**src/rtl/bvinv_pkg.sv**
```systemverilog
// Shared types and helpers for the bit-vector udiv inverse solver.
package bvinv_pkg;

    typedef enum logic [2:0] {
        StIdle = 3'd0,
        StMul  = 3'd1,
        StDivA = 3'd2,
        StDivB = 3'd3,
        StDone = 3'd4
    } bvinv_state_e;

    localparam logic BVINV_DIVIDEND = 1'b0;
    localparam logic BVINV_DIVISOR  = 1'b1;

    // Widths of 64 shift the one out entirely, so the subtraction still yields all ones.
    function automatic logic [63:0] all_ones(input int unsigned width);
        return (64'd1 << width) - 64'd1;
    endfunction

endpackage

```
**src/rtl/bvudiv_seq_core.sv**
```systemverilog
// WIDTH-cycle restoring unsigned divider; a zero divisor yields all ones (SMT-LIB udiv).
module bvudiv_seq_core
    import bvinv_pkg::*;
#(
    parameter int unsigned WIDTH = 8
) (
    input  logic             clk,
    input  logic             rst_n,
    input  logic             go,
    input  logic [WIDTH-1:0] dividend,
    input  logic [WIDTH-1:0] divisor,
    output logic             fin,
    output logic [WIDTH-1:0] quot
);

    localparam int unsigned CW = $clog2(WIDTH + 1);
    localparam logic [WIDTH-1:0] ONES = WIDTH'(all_ones(WIDTH));

    logic [WIDTH-1:0] rem_q, rem_d;
    logic [WIDTH-1:0] num_q, num_d;
    logic [WIDTH-1:0] div_q, div_d;
    logic [CW-1:0]    cnt_q, cnt_d;
    logic             zero_q, zero_d;

    logic [WIDTH-1:0] src_rem, src_num, src_div;
    logic [WIDTH:0]   trial;
    logic             fits;

    // The go edge performs the first iteration so the result is ready after WIDTH edges.
    always_comb begin
        src_rem = go ? '0 : rem_q;
        src_num = go ? dividend : num_q;
        src_div = go ? divisor : div_q;
        trial   = {src_rem, src_num[WIDTH-1]};
        fits    = trial >= {1'b0, src_div};
    end

    assign fin  = (cnt_q == CW'(WIDTH));
    assign quot = zero_q ? ONES : num_q;

    always_comb begin
        rem_d  = rem_q;
        num_d  = num_q;
        div_d  = div_q;
        cnt_d  = cnt_q;
        zero_d = zero_q;
        if (go || (cnt_q != '0 && !fin)) begin
            rem_d = fits ? WIDTH'(trial - {1'b0, src_div}) : trial[WIDTH-1:0];
            num_d = {src_num[WIDTH-2:0], fits};
            cnt_d = cnt_q + CW'(1);
        end
        if (go) begin
            div_d  = divisor;
            zero_d = (divisor == '0);
            cnt_d  = CW'(1);
        end else if (fin) begin
            cnt_d = '0;
        end
    end

    always_ff @(posedge clk or negedge rst_n) begin
        if (!rst_n) begin
            rem_q  <= '0;
            num_q  <= '0;
            div_q  <= '0;
            cnt_q  <= '0;
            zero_q <= 1'b0;
        end else begin
            rem_q  <= rem_d;
            num_q  <= num_d;
            div_q  <= div_d;
            cnt_q  <= cnt_d;
            zero_q <= zero_d;
        end
    end

endmodule

```
**src/rtl/bvudiv_inv_solver.sv**
```systemverilog
// Inverse solver for unsigned udiv: finds x with x udiv s = t (mode 0) or s udiv x = t (mode 1).
module bvudiv_inv_solver
    import bvinv_pkg::*;
#(
    parameter int unsigned WIDTH = 8
) (
    input  logic             clk,
    input  logic             rst_n,
    input  logic             start,
    input  logic             mode,
    input  logic [WIDTH-1:0] s,
    input  logic [WIDTH-1:0] t,
    output logic             ready,
    output logic             done,
    output logic             inv,
    output logic [WIDTH-1:0] x
);

    localparam int unsigned CW = $clog2(WIDTH + 1);
    localparam logic [WIDTH-1:0] ONES = WIDTH'(all_ones(WIDTH));

    bvinv_state_e       state_q, state_d;
    logic [WIDTH-1:0]   s_q, s_d, t_q, t_d, q_q, q_d;
    logic [WIDTH-1:0]   mplier_q, mplier_d;
    logic [2*WIDTH-1:0] acc_q, acc_d, mcand_q, mcand_d, acc_step;
    logic [CW-1:0]      cnt_q, cnt_d;
    logic [WIDTH-1:0]   res_x_q, res_x_d, x_q, x_d;
    logic               res_inv_q, res_inv_d, inv_q, inv_d, done_q, done_d;

    logic               core_go, core_fin;
    logic [WIDTH-1:0]   core_dividend, core_divisor, core_quot;
    logic               accept;

    // Busy through the done cycle; the one-cycle done pulse is issued from IDLE.
    assign ready  = (state_q == StIdle) && !done_q;
    assign accept = start && ready;
    assign done   = done_q;
    assign inv    = inv_q;
    assign x      = x_q;

    assign acc_step = mplier_q[0] ? acc_q + mcand_q : acc_q;

    always_comb begin
        state_d       = state_q;
        s_d           = s_q;
        t_d           = t_q;
        q_d           = q_q;
        acc_d         = acc_q;
        mcand_d       = mcand_q;
        mplier_d      = mplier_q;
        cnt_d         = cnt_q;
        res_x_d       = res_x_q;
        res_inv_d     = res_inv_q;
        x_d           = x_q;
        inv_d         = inv_q;
        done_d        = 1'b0;
        core_go       = 1'b0;
        core_dividend = s_q;
        core_divisor  = core_quot;
        case (state_q)
            StIdle: begin
                if (accept) begin
                    s_d = s;
                    t_d = t;
                    if (mode == BVINV_DIVIDEND) begin
                        if (s == '0) begin
                            res_inv_d = (t == ONES);
                            res_x_d   = '0;
                            state_d   = StDone;
                        end else begin
                            acc_d    = '0;
                            mcand_d  = {{WIDTH{1'b0}}, s};
                            mplier_d = t;
                            cnt_d    = '0;
                            state_d  = StMul;
                        end
                    end else begin
                        if (t == '0) begin
                            res_inv_d = (s != ONES);
                            res_x_d   = (s != ONES) ? s + WIDTH'(1) : '0;
                            state_d   = StDone;
                        end else begin
                            core_go       = 1'b1;
                            core_dividend = s;
                            core_divisor  = t;
                            state_d       = StDivA;
                        end
                    end
                end
            end
            StMul: begin
                acc_d    = acc_step;
                mcand_d  = mcand_q << 1;
                mplier_d = mplier_q >> 1;
                cnt_d    = cnt_q + CW'(1);
                if (cnt_q == CW'(WIDTH - 1)) begin
                    res_inv_d = (acc_step[2*WIDTH-1:WIDTH] == '0);
                    res_x_d   = (acc_step[2*WIDTH-1:WIDTH] == '0) ? acc_step[WIDTH-1:0] : '0;
                    state_d   = StDone;
                end
            end
            StDivA: begin
                // Candidate q = s udiv t, immediately fed back as the verify divisor.
                if (core_fin) begin
                    q_d           = core_quot;
                    core_go       = 1'b1;
                    core_dividend = s_q;
                    core_divisor  = core_quot;
                    state_d       = StDivB;
                end
            end
            StDivB: begin
                if (core_fin) begin
                    res_inv_d = (core_quot == t_q);
                    res_x_d   = (core_quot == t_q) ? q_q : '0;
                    state_d   = StDone;
                end
            end
            StDone: begin
                x_d     = res_x_q;
                inv_d   = res_inv_q;
                done_d  = 1'b1;
                state_d = StIdle;
            end
            default: state_d = StIdle;
        endcase
    end

    always_ff @(posedge clk or negedge rst_n) begin
        if (!rst_n) begin
            state_q   <= StIdle;
            s_q       <= '0;
            t_q       <= '0;
            q_q       <= '0;
            acc_q     <= '0;
            mcand_q   <= '0;
            mplier_q  <= '0;
            cnt_q     <= '0;
            res_x_q   <= '0;
            res_inv_q <= 1'b0;
            x_q       <= '0;
            inv_q     <= 1'b0;
            done_q    <= 1'b0;
        end else begin
            state_q   <= state_d;
            s_q       <= s_d;
            t_q       <= t_d;
            q_q       <= q_d;
            acc_q     <= acc_d;
            mcand_q   <= mcand_d;
            mplier_q  <= mplier_d;
            cnt_q     <= cnt_d;
            res_x_q   <= res_x_d;
            res_inv_q <= res_inv_d;
            x_q       <= x_d;
            inv_q     <= inv_d;
            done_q    <= done_d;
        end
    end

    bvudiv_seq_core #(
        .WIDTH(WIDTH)
    ) u_core (
        .clk     (clk),
        .rst_n   (rst_n),
        .go      (core_go),
        .dividend(core_dividend),
        .divisor (core_divisor),
        .fin     (core_fin),
        .quot    (core_quot)
    );

endmodule

```
**config.mk**
```make
export PLATFORM = sky130hd
export DESIGN_NAME = bvudiv_inv_solver
export DESIGN_NICKNAME = d
export VERILOG_FILES = /design/src/rtl/bvinv_pkg.sv /design/src/rtl/bvudiv_seq_core.sv /design/src/rtl/bvudiv_inv_solver.sv
export SDC_FILE = /design/constraint.sdc
export NUM_CORES = 1
export LEC_CHECK = 0
export CAP_MARGIN = 5
export CORE_UTILIZATION = 45
export CTS_CLUSTER_DIAMETER = 40
export DETAILED_ROUTE_END_ITERATION = 6
export PLACE_DENSITY = 0.59
export SYNTH_ARGS = -nofsm -noshare
export SYNTH_HDL_FRONTEND = slang
export SYNTH_HIERARCHICAL = 1
export SYNTH_SLANG_ARGS = --single-unit
```
**constraint.sdc**
```tcl
create_clock -name clk -period 4.8 [get_ports clk]
set_input_delay 0.96 -clock clk [delete_from_list [all_inputs] [get_ports clk]]
set_output_delay 0.96 -clock clk [all_outputs]
set_load 0.05 [all_outputs]
```
## Word-level counts from Yosys, hierarchy flattened

Index checks and enable logic that the tools add are counted.

- Output and inout bits: 11
- Bits of input ports: 20
- Bits in registers: 119

- Eq/ne operators: 17
- Add/subtract/negate cells: 5
- $lt $le $gt $ge: 1
- Muxes and demuxes: 64
- Reductions and logical operators: 20

Operators by type and width:

| operator | count |
|---|---|
| $mux 8 | 25 |
| $mux 16 | 7 |
| $pmux 16 s2 | 2 |
| $logic_not 8->1 | 4 |
| $mux 4 | 6 |
| $pmux 8 s3 | 1 |
| $mux 3 | 7 |
| $add 16x16->16 | 1 |
| $pmux 8 s2 | 1 |
| $pmux 3 s4 | 1 |
| $mux 1 | 11 |
| $ge 9x8->1 | 1 |
| $add 4x1->4 const B | 2 |
| $add 8x1->8 const B | 1 |
| $eq 8x8->1 | 1 |
| $eq 8x8->1 const B | 1 |
| $ne 2x2->1 const B | 4 |
| $ne 8x8->1 const B | 1 |
| $pmux 4 s2 | 1 |
| $reduce_and 4->1 | 2 |
| $sub 8x8->8 | 1 |
| $eq 3x2->1 const B | 2 |
| $ne 3x2->1 const B | 2 |
| $reduce_and 6->1 | 1 |
| 15 further kinds | 21 |

## Logic depth before layout (Yosys ltp)

- Depth after elaboration: 9
- Depth in mapped cells: 20
- Mapped depth without buffers: 16

## Modules after synthesis

The synthesis kept the hierarchy.

By module, submodules not included:

| module | area each (um2) | cells an instance | times used | sequential area each (um2) |
|---|---|---|---|---|
| bvudiv_inv_solver | 5333.9 | 554 | 1 | 2252.2 |
| bvudiv_seq_core | 1914.3 | 196 | 1 | 725.7 |

## Worst setup path before layout

OpenSTA, ideal clock, no wires.

- Path kind: register to register
- From: reg state_q[1]
- To: reg u_core.rem_q[7]
- Data required time: 4.660 ns
- Arrival time: 4.378 ns
- Setup time: 0.140 ns
- Setup slack: 0.282 ns
- Stages on the path, launching flop included: 19
- Cells stage by stage: dfrtp_1 clkbuf_1 inv_1 nand2_1 nor2_1 and2_1 clkbuf_1 nand2_1 clkbuf_1 nand2b_1 buf_4 buf_2 mux2i_1 ha_1 nor2b_4 o31a_4 o31a_1 o21ai_2 o32ai_1

- Cells in the longest elaborated chain, start to end: 8
- Elaborated cells on any way between the ends: 17
- Those cells by class: 1 x add/sub; 1 x order compare; 1 x eq/ne; 10 x mux; 4 x reduce/logical

Ends and longest elaborated chain:

| element | line | source |
|---|---|---|
| start, declared | bvudiv_inv_solver.sv:22 | `bvinv_state_e state_q, state_d;` |
| start signal, assigned | bvudiv_inv_solver.sv:131 | `state_q <= StIdle;` |
| start signal, assigned | bvudiv_inv_solver.sv:145 | `state_q <= state_d;` |
| $logic_not 3->1 * | bvudiv_inv_solver.sv:35 | `assign ready = (state_q == StIdle) && !done_q;` |
| $logic_and 1x1->1 * | bvudiv_inv_solver.sv:35 |  |
| via ready | bvudiv_inv_solver.sv:13 | `output logic ready,` |
| $logic_and 1x1->1 * | bvudiv_inv_solver.sv:36 | `assign accept = start && ready;` |
| $mux 1 * | bvudiv_inv_solver.sv:62 | `if (accept) begin` |
| $pmux 1 s2 * | bvudiv_inv_solver.sv:60 | `case (state_q)` |
| via core_go | bvudiv_inv_solver.sv:30 | `logic core_go, core_fin;` |
| $mux 8 (on tied branches) | bvudiv_seq_core.sv:32, bvudiv_seq_core.sv:31, bvudiv_seq_core.sv:33 |  |
| $sub 8x8->8 or $ge 9x8->1 (tied branches) | bvudiv_seq_core.sv:48, bvudiv_seq_core.sv:35 |  |
| $mux 8 | bvudiv_seq_core.sv:48 | `rem_d = fits ? WIDTH'(trial - {1'b0, src_div}) : trial[WIDTH-1:0];` |
| end signal, assigned | bvudiv_seq_core.sv:69 | `rem_q <= rem_d;` |
| end, declared | bvudiv_seq_core.sv:19 | `logic [WIDTH-1:0] rem_q, rem_d;` |

Mark *: on every way through the listed nets, which the timed path passes. The rest lies on a longest branch.
A chain may end at the register's enable or synchronous reset.

## Final worst setup path

- From: in t[5]
- To: reg u_core.rem_q[6]

- Cells in the longest elaborated chain, start to end: 8
- Elaborated cells on any way between the ends: 20
- Those cells by class: 1 x add/sub; 1 x order compare; 16 x mux; 2 x reduce/logical

Ends and longest elaborated chain:

| element | line | source |
|---|---|---|
| start, declared | bvudiv_inv_solver.sv:12 | `input logic [WIDTH-1:0] t,` |
| $logic_not 8->1 * | bvudiv_inv_solver.sv:78 | `if (t == '0) begin` |
| $mux 1 * | bvudiv_inv_solver.sv:78 |  |
| $mux 1 * | bvudiv_inv_solver.sv:65 | `if (mode == BVINV_DIVIDEND) begin` |
| $mux 1 * | bvudiv_inv_solver.sv:62 |  |
| $pmux 1 s2 * | bvudiv_inv_solver.sv:60 |  |
| via core_go | bvudiv_inv_solver.sv:30 |  |
| $mux 8 (on tied branches) | bvudiv_seq_core.sv:32, bvudiv_seq_core.sv:31, bvudiv_seq_core.sv:33 |  |
| $sub 8x8->8 or $ge 9x8->1 (tied branches) | bvudiv_seq_core.sv:48, bvudiv_seq_core.sv:35 |  |
| $mux 8 | bvudiv_seq_core.sv:48 |  |

Marks and branches as above.

==> flow_summary.toml <==
[setup_path]
critPathKind = "input pin to flip-flop"
crit_fanout = 44
cp.required_ns = 5.14
critPathMaxStageDelay_ns = 0.51
path_cells = "clkdlybuf4s50_1 -> nor4_1 -> a21boi_0 -> nand2_1 -> nand2b_1 -> buf_12 -> mux2i_1 -> ha_1 -> nor2b_4 -> o31a_4 -> o31ai_4 -> a41oi_1 -> o22ai_1"
endpoint_kind = "flip-flop"
r2r-end = "u_core/rem_q[6]"
worst_ep_arrival_time_ns = 4.56
r2r_slack_ns = 0.70
worst_setup_path_start_kind = "input pin"
reg2reg_depth = 16
reg2reg_from = "u_core/cnt_q[0]"
cpMaxStageDelayCell = "clkdlybuf4s50_1"

[cts]
numClockSinks = 119
clock_latency_ns = 0.42
cts_root_buffer = "clkbuf_16"
cts_resized = 0
h-tree-depth = 4
numCtsBuffers = 17
cts_tree = "built"
post_cts_buffers = 0
ctsHoldBuffers = 0
path_clk_slew_ns = 0.06
clockBufferDepth = 2

[timing]
finalHoldViolCount = 0
fin_tns_setup_ns = 0
slew-limit-headroom = 0.402
rsz0062_at_grt = "no"
worst_pin_slew_ns = 0.874
post-route-period-util = 0.878
slew_viol_final = 0
min_period_ns = 4.22
fmax_ghz = 0.237
fin_hold_ws_ns = 0.487
finalSetupViolCount = 0
fin_skew_ns = 0.00731

[grt]
grt_use_total = 0.247
grt_max_degree = 65
grt_pass1_vias = 5778
grt_pass1_wl_mm = 31.1
antenna_found_initial = 0
overflow = 0

[min_path]
min_path_cells = 2
hold_class = "flip-flop to flip-flop"
min_from = "mplier_q[1]"
hold_end = "mplier_q[1]"

[floorplan]
dieHeight_um = 129
core_um2 = 15800
ios = 31
die-area_um2 = 16600
initial_core_util = 0.458
row_count = 46
die_w_um = 129

[power]
p_int_uw = 3670
power.leakage_uw = 0.00363
switching_share = 0.438
p_per_area_nw_per_um2 = 779
clockPowerShare = 0.188
pwr-share-seq = 0.275
vdd.ir_drop.worst_mv = 0.526
comb_power_share = 0.537
switchingPower_uw = 2860

[synth]
synth-edff-count = 0
ys_top_cells_by_area = "dfrtp_1 (41%), mux2_2 (6.1%), ha_1 (4.8%)"
async_flop_share = 1.00
synth.cell_area_um2 = 7250
seq_area_frac_synth = 0.411
postSynthCellCount = 750
synth_area_per_cell_um2 = 9.66
yosys_warnings = 6
synth-main-ff-cell = "dfrtp_1"
ys_ff_latch = 119
yosysUniqueCellTypes = 90
yosysTopAreaCellShare = 0.411
synth_area_leader_cell = "dfrtp_1"
synth_fp_nets = 800

[drt]
vias = 5862
via_per_inst = 5.80
dr.pass1.iters = 5
routedWlPerCell_um = 18.7
drt_iter0_markers = 428
drcViolationCount = 0
routed_wl_mm = 18.9
detail-route-antenna-nets = 0

[place]
portBuffers = 30
dp_hpwl_mm = 13.8
gp_congestion = 0.893

[layout]
num-nets-final = 832
area_growth_pct = 15.8
fill_cells = 1468
drive_gt1_frac = 0.158
num_antenna_cells = 0
final_util = 0.530

[run]
drv_cap = 0

[status]
status = "completed"
## Yosys cell counts, drive strengths merged (3+ instances only)
cell type	count
o31ai	4
a21boi	3
ha	28
o21ai	64
a21o	11
o22ai	8
nor3	11
a21oi	34
inv	21
nand2	88
o31a	3
or2	10
xnor2	11
a211o	3
buf	11
a31oi	9
a221oi	3
nor2b	15
nor4	8
and4	3
dfrtp	119
clkbuf	25
mux2	39
a32o	4
xor2	15
and3	8
or4	3
nand3	13
a41oi	5
and2	11
a22o	9
mux2i	34
nor2	48
nand2b	5
a211oi	6
nand4	13
or3	3
## cells in the final DEF (no fill, tap or decap), types with 9 or more instances in the layout
master           count
dfrtp_1            119
nand2_1             88
o21ai_0             60
nor2_1              47
mux2_2              39
mux2i_1             34
a21oi_1             30
clkdlybuf4s50_1     29
ha_1                28
inv_1               21
buf_4               19
clkbuf_16           17
xor2_1              15
nor2b_1             13
nand3_1             13
nand4_1             13
nor3_1              11
xnor2_1             11
a21o_1              10
and2_1               9
a22o_1               9
or2_2                9
## worst max path at each step
stage	startpoint	end	slack, ns	cells after the start
2_1_floorplan	state_q[1]	u_core/rem_q[7]	0.28	18
4_1_cts	t[4]	u_core/rem_q[3]	0.60	13
5_1_grt	t[4]	u_core/rem_q[6]	0.25	13
6_report	t[5]	u_core/rem_q[6]	0.58	13
3_5_place_dp	t[4]	u_core/rem_q[3]	0.15	13
3_3_place_gp	t[0]	u_core/rem_q[6]	0.32	15
## worst max-delay path: cells and delay by family
kind,cells,cell delay (ns)
adder cells (fa/ha/maj),1,0.32
AO/OA/AOI/OAI,5,1.25
multiplexers,1,0.33
AND/OR/NAND/NOR,4,0.96
buffers and inverters,2,0.73
## layout make-up
type	count	area, µm²	share of cell area
multi-input combinational	573	4040	0.481
sequential	119	2980	0.355
clock buffer	19	453	0.0540
timing repair buffer	49	453	0.0540
tap	216	270	0.0322
clock inverter	13	121	0.0145
inverter	22	82.6	0.00984
## through the flow
| step | setup WS, ns | std cells | power, µW | instance area (µm²) |
|---|---|---|---|---|
| 6_report | 0.583 | 1011 | 6540 | 8390 |
| 5_1_grt | 0.251 | 1011 | 7010 | 8390 |
| 4_1_cts | 0.601 | 1011 | 6560 | 8390 |
| 3_5_place_dp | 0.150 | 979 | 5300 | 7820 |
| 3_3_place_gp | 0.321 | 979 | 5210 | 7820 |
| 2_1_floorplan | 0.282 | 750 | 4380 | 7250 |
## layer usage
layer / vias up / share of wire / wire length (µm) / global-route usage
li1: 2817 / - / - / -
met1: 2889 / 0.50 / 9390 / 0.359
met2: 133 / 0.44 / 8360 / 0.365
met3: 23 / 0.041 / 784 / 0.0441
met4: 0 / 0.021 / 403 / 0.0941
met5: - / 0 / 0 / 0
## cells by family (layout without fill, tap and decap cells)
group                      Yosys count  after routing  synth area share
and+or+nand+nor                    249            249             0.171
AOI/OAI and AO/OA                  195            195             0.192
DFF                                119            119             0.411
muxes                               73             73             0.108
buffers and inverters               58            103            0.0335
adders and majority gates           30             30            0.0539
xor gates and xnor gates            26             26            0.0314
## power groups by stage
stage	Combinational, µW	Sequential (µW)	Clock (µW)
final	3510	1800	1230
after global routing	3860	1860	1300
after CTS	3510	1800	1250
after detailed placement	3490	1810	0
after global placement	3420	1790	0
after floorplan	2560	1830	0
## state kept, by name, indices dropped and copies added, names as in the netlist, 3 cells and up
name          cells
acc_q            16
mcand_q          16
mplier_q          8
q_q               8
res_x_q           8
s_q               8
t_q               8
u_core/div_q      8
u_core/num_q      8
u_core/rem_q      8
x                 8
cnt_q             4
u_core/cnt_q      4
state_q           3
Note: power is estimated with default switching activity, not from simulation.
